### src/rtl/sd_dat_rx_crc16_pkg.sv
// Shared SD data-path definitions: CRC16-CCITT constants and
// receiver state encoding.
package sd_dat_rx_crc16_pkg;

  localparam logic [15:0] CRC16_POLY = 16'h1021;
  localparam logic [15:0] CRC16_INIT = 16'h0000;

  typedef enum logic [2:0] {
    S_IDLE,
    S_WAIT_START,
    S_DATA,
    S_CRC,
    S_END,
    S_DONE,
    S_TIMEOUT
  } sd_rx_state_e;

  function automatic logic [15:0] crc16_step(
    input logic [15:0] crc,
    input logic        b
  );
    return {crc[14:0], 1'b0} ^
           ((crc[15] ^ b) ? CRC16_POLY : 16'h0000);
  endfunction

endpackage

### src/rtl/sd_crc16_bit.sv
// One bit-serial CRC16-CCITT step; one instance per DAT line.
module sd_crc16_bit
  import sd_dat_rx_crc16_pkg::*;
(
  input  logic [15:0] crc_i,
  input  logic        bit_i,
  output logic [15:0] crc_o
);

  assign crc_o = crc16_step(crc_i, bit_i);

endmodule

### src/rtl/sd_dat_rx_crc16.sv
// SD 1-bit DAT block receiver: start detect, byte deserializer,
// CRC16 check, end-bit check and start timeout.
module sd_dat_rx_crc16
  import sd_dat_rx_crc16_pkg::*;
#(
  parameter int unsigned BLOCK_BYTES    = 512,
  parameter int unsigned TIMEOUT_CYCLES = 65535
) (
  input  logic        clk,
  input  logic        rst,
  input  logic        Enable,
  input  logic        Sample,
  input  logic        DAT_In,
  output logic [7:0]  Data_Out,
  output logic        Data_Valid,
  output logic        Done,
  output logic        CRC_Ok,
  output logic        End_Err,
  output logic        Timeout,
  output logic [15:0] CRC_Calc,
  output logic [15:0] CRC_Rx
);

  localparam int unsigned NBITS = BLOCK_BYTES * 8;
  localparam int unsigned BW = $clog2(NBITS + 1);
  localparam int unsigned TW = $clog2(TIMEOUT_CYCLES + 1);
  localparam logic [BW-1:0] LAST_BIT = BW'(NBITS - 1);
  localparam logic [TW-1:0] TO_LAST = TW'(TIMEOUT_CYCLES - 1);
  localparam logic [TW-1:0] TO_MAX = TW'(TIMEOUT_CYCLES);

  sd_rx_state_e   state_q;
  logic [BW-1:0]  bit_cnt_q;
  logic [3:0]     crc_cnt_q;
  logic [TW-1:0]  to_cnt_q;
  logic [7:0]     byte_q;
  logic           byte_rdy_q;
  logic [7:0]     data_out_q;
  logic           data_valid_q;
  logic           done_q;
  logic           crc_ok_q;
  logic           end_err_q;
  logic           timeout_q;
  logic [15:0]    crc_q;
  logic [15:0]    crc_d;
  logic [15:0]    crc_rx_q;

  sd_crc16_bit u_crc (
    .crc_i (crc_q),
    .bit_i (DAT_In),
    .crc_o (crc_d)
  );

  always_ff @(posedge clk or posedge rst) begin
    if (rst) begin
      state_q      <= S_IDLE;
      bit_cnt_q    <= '0;
      crc_cnt_q    <= '0;
      to_cnt_q     <= '0;
      byte_q       <= '0;
      byte_rdy_q   <= 1'b0;
      data_out_q   <= '0;
      data_valid_q <= 1'b0;
      done_q       <= 1'b0;
      crc_ok_q     <= 1'b0;
      end_err_q    <= 1'b0;
      timeout_q    <= 1'b0;
      crc_q        <= CRC16_INIT;
      crc_rx_q     <= '0;
    end else if (!Enable) begin
      state_q      <= S_IDLE;
      bit_cnt_q    <= '0;
      crc_cnt_q    <= '0;
      to_cnt_q     <= '0;
      byte_q       <= '0;
      byte_rdy_q   <= 1'b0;
      data_out_q   <= '0;
      data_valid_q <= 1'b0;
      done_q       <= 1'b0;
      crc_ok_q     <= 1'b0;
      end_err_q    <= 1'b0;
      timeout_q    <= 1'b0;
      crc_q        <= CRC16_INIT;
      crc_rx_q     <= '0;
    end else begin
      // byte is published one edge after its last bit is sampled
      data_valid_q <= byte_rdy_q;
      byte_rdy_q   <= 1'b0;
      if (byte_rdy_q) data_out_q <= byte_q;
      unique case (state_q)
        S_IDLE: begin
          crc_q     <= CRC16_INIT;
          bit_cnt_q <= '0;
          crc_cnt_q <= '0;
          to_cnt_q  <= '0;
          state_q   <= S_WAIT_START;
        end
        S_WAIT_START: begin
          if (Sample) begin
            if (!DAT_In) begin
              state_q <= S_DATA;
            end else begin
              if (to_cnt_q != TO_MAX) to_cnt_q <= to_cnt_q + TW'(1);
              if (to_cnt_q >= TO_LAST) begin
                state_q   <= S_TIMEOUT;
                timeout_q <= 1'b1;
              end
            end
          end
        end
        S_DATA: begin
          if (Sample) begin
            crc_q  <= crc_d;
            byte_q <= {byte_q[6:0], DAT_In};
            if (bit_cnt_q[2:0] == 3'd7) byte_rdy_q <= 1'b1;
            if (bit_cnt_q == LAST_BIT) state_q <= S_CRC;
            else bit_cnt_q <= bit_cnt_q + BW'(1);
          end
        end
        S_CRC: begin
          if (Sample) begin
            crc_rx_q <= {crc_rx_q[14:0], DAT_In};
            if (crc_cnt_q == 4'd15) state_q <= S_END;
            else crc_cnt_q <= crc_cnt_q + 4'd1;
          end
        end
        S_END: begin
          if (Sample) begin
            end_err_q <= ~DAT_In;
            crc_ok_q  <= (crc_q == crc_rx_q);
            done_q    <= 1'b1;
            state_q   <= S_DONE;
          end
        end
        S_DONE, S_TIMEOUT: begin
        end
        default: state_q <= S_IDLE;
      endcase
    end
  end

  assign Data_Out   = data_out_q;
  assign Data_Valid = data_valid_q;
  assign Done       = done_q;
  assign CRC_Ok     = crc_ok_q;
  assign End_Err    = end_err_q;
  assign Timeout    = timeout_q;
  assign CRC_Calc   = crc_q;
  assign CRC_Rx     = crc_rx_q;

endmodule

### config.mk
export PLATFORM = sky130hd
export DESIGN_NAME = sd_dat_rx_crc16
export DESIGN_NICKNAME = d
export VERILOG_FILES = /design/src/rtl/sd_dat_rx_crc16_pkg.sv /design/src/rtl/sd_crc16_bit.sv /design/src/rtl/sd_dat_rx_crc16.sv
export SDC_FILE = /design/constraint.sdc
export NUM_CORES = 1
export LEC_CHECK = 0
export CAP_MARGIN = 10
export CORE_MARGIN = 2
export CORE_UTILIZATION = 55
export CTS_CLUSTER_SIZE = 8
export DETAILED_ROUTE_END_ITERATION = 6
export DONT_BUFFER_PORTS = 1
export PLACE_DENSITY = 0.74
export SLEW_MARGIN = 40
export SYNTH_ARGS = -nofsm -noshare
export SYNTH_HDL_FRONTEND = slang
export SYNTH_SLANG_ARGS = --single-unit
### constraint.sdc
create_clock -name clk -period 3.63 [get_ports clk]
set_input_delay 0.363 -clock clk [delete_from_list [all_inputs] [get_ports clk]]
set_output_delay 0.363 -clock clk [all_outputs]
set_load 0.02 [all_outputs]
==> flow_metrics.py <==
metrics = {
    "worst_setup_path": {
        "critical_path.startpoint": "state_q[1]",
        "critPathMaxFanout": 24,
        "start_kind": "flop",
        "cp.arrival_ps": 2520,
        "criticalPathCategory": "reg -> reg",
        "endpoint_kind": "flop",
        "r2r-start": "state_q[1]",
        "required_ps": 3910,
    },
    "floorplanning": {
        "start_util_pct": 57.27,
        "core_area_um2": 8258,
        "row_count": 33,
        "die_y_um": 96.73,
        "io_pins": 50,
        "die_x_um": 96.73,
        "dieArea_um2": 9357,
    },
    "synthesis": {
        "synthCells": 493,
        "syn_area_per_cell_um2": 9.593,
        "async_reset_ff_share_pct": 100.0,
        "synth_top_area_share_pct": 47.62,
        "yosysWarningCount": 0,
        "synth_area_um2": 4730,
        "synth_top_area_cell": "dfrtp_1",
        "yosysSeqAreaShare_pct": 47.62,
        "ys_ff_latch": 90,
        "synth_flop_cell": "dfrtp_1",
        "synth.distinct_cells": 65,
        "synth_edf_count": 0,
        "yosys-top-cells-area": "dfrtp_1, nand2_1, a21boi_0",
        "synth_fp_nets": 503,
    },
    "sta": {
        "setup_violations": 0,
        "skew_ps": 15.23,
        "period_needed_ps": 2248,
        "finalSetupTns_ps": 0,
        "max_freq_ghz": 0.4449,
        "fin_crit_sh_pct": 61.92,
        "hold_viol": 0,
        "worst_pin_slew_ps": 712.5,
        "whs_ps": 127.0,
        "rsz0062_at_grt": "false",
        "max_slew_margin_pct": 52.44,
        "slew_violations": 0,
    },
    "clocking": {
        "cts_tree": "built",
        "post_cts_resized": 0,
        "cts_hold_buffers": 1,
        "numCtsBuffers": 9,
        "cts_htree_levels": 3,
        "clock_latency_ps": 360,
        "numClockSinks": 90,
        "path_clk_slew_ps": 90,
        "clock-root-buffer": "clkbuf_8",
        "clockBufferDepth": 2,
        "post_cts_buffers": 0,
    },
    "finish": {
        "final_common_cell": "nand2_1",
        "regArea_um2": 2252,
        "drive_above_1_share_pct": 6.557,
        "nFillCells": 690,
        "final_cell_mix": "nand2_1, dfrtp_1, a21boi_0",
        "num_antenna_cells": 0,
        "multi_input_area_um2": 2342,
        "fin_nets": 493,
        "area_growth_pct": 6.349,
        "final_cells": 593,
    },
    "grt": {
        "grt_max_degree": 51,
        "grt_usage_pct": 22.75,
        "antenna_found_initial": 0,
        "grt_pass1_vias": 3512,
        "grt_pass1_wl_um": 17710,
        "overflow": 0,
    },
    "pwr": {
        "total_power_mw": 2.152,
        "peakVddDrop_v": 0.0002509,
        "p_per_area_nw_per_um2": 427.8,
        "power.leakage_nw": 2.125,
    },
    "route": {
        "antenna_left": 0,
        "vias": 3691,
        "wl_per_cell_um": 17.47,
        "drt_iter0_markers": 210,
        "drt-total-wl_um": 10360,
        "drt_first_pass_iters": 5,
        "route.detailed.drc": 0,
        "vias_per_cell": 6.224,
    },
    "outcome": {
        "status": "finished clean",
    },
    "run": {
        "maxCapViolCount": 0,
    },
    "place": {
        "placed_cells": 576,
        "io_buffers": 0,
        "dpl.hpwl_um": 7152,
        "place.gp.congestion": 0.8605,
    },
    "min_path": {
        "worstHoldPathType": "in -> reg",
        "hold_start": "Enable",
    },
}
cell families after synthesis:
| kind of cell | synth area share [%] |
|---|---|
| AND/OR/NAND/NOR | 23.70 |
| XOR/XNOR | 3.519 |
| adder cells (fa/ha/maj) | 1.323 |
| buffers and inverters | 2.963 |
| flip-flops | 47.62 |
| AO/OA/AOI/OAI | 16.59 |
| multiplexers | 4.286 |
synthesized netlist by cell type (4+ instances only):
master    instances
o31ai_1           8
a21boi_0         27
clkbuf_1         16
nand3_1          14
nor3_1            6
dfrtp_1          90
ha_1              5
nand2_1         108
buf_2             7
a211oi_1          7
o21ai_0          23
nor2b_1          12
nand2b_1         11
xor2_1           16
nor4_1            7
inv_1            10
mux2i_1          18
and3_1            9
or4_1             9
a21oi_1          12
o211ai_1          4
nor2_1            8
nand4_1           5
and2_1            4
cell type report:
cell class / count / area share, %
clock buffer: 10 / 2.736
clock inverter: 6 / 1.891
inverter: 10 / 0.7711
multi-input combinational: 368 / 46.57
sequential: 90 / 44.78
tap: 105 / 2.612
timing repair buffer: 4 / 0.6468
worst max-delay path: stages, from the launching register on:
cell and delay [ps]:
dfrtp_1 680, and4bb_2 630, nand2_1 240, or4_1 520, o211ai_1 100
metrics by stage:
stage / setup WS, ps / utilization, % / instance area (µm²)
global placement: 1470 / 57.95 / 4786
floorplan: 931.7 / - / 4730
global route: 1202 / 60.91 / 5030
CTS: 1402 / 60.89 / 5029
finish: 1382 / 60.91 / 5030
detailed placement: 1391 / 57.95 / 4786
metal layers:
metal	vias to the layer above	part of all wire [%]	GRT usage (%)
met4	0	1.2	7.151
met5	-	0	0
met2	141	47	34.29
met3	13	6.6	5.853
li1	1741	-	-
met1	1796	45	32.43
path summary, 6_finish.rpt:
path / end / slack, ps / depth (start not counted)
setup / recovery: bit_cnt_q[9] / 1380 / 4
hold / removal: state_q[0] / 130 / 1
setup reg to reg: bit_cnt_q[9] / 1380 / 4
hold reg to reg: bit_cnt_q[12] / 490 / 1
max in group asynchronous: to_cnt_q[1] / 2270 / 3
min in group asynchronous: CRC_Rx[9] / 540 / 2
where the power goes:
part / switching (mW) / internal [mW] / leakage [nW]
clock network: 0.381 / 0.416 / 0.118
registers: 0.0538 / 1.02 / 1.25
logic: 0.191 / 0.0898 / 0.752
total: 0.626 / 1.53 / 2.12
sequential cells by signal (all words and copies together) (netlist names):
signal      count
byte_q          8
Timeout         1
Done            1
CRC_Rx         16
CRC_Ok          1
Data_Out        8
Data_Valid      1
state_q         3
End_Err         1
CRC_Calc       16
crc_cnt_q       4
bit_cnt_q      13
to_cnt_q       16
byte_rdy_q      1
(Power assumes the default switching activity.)
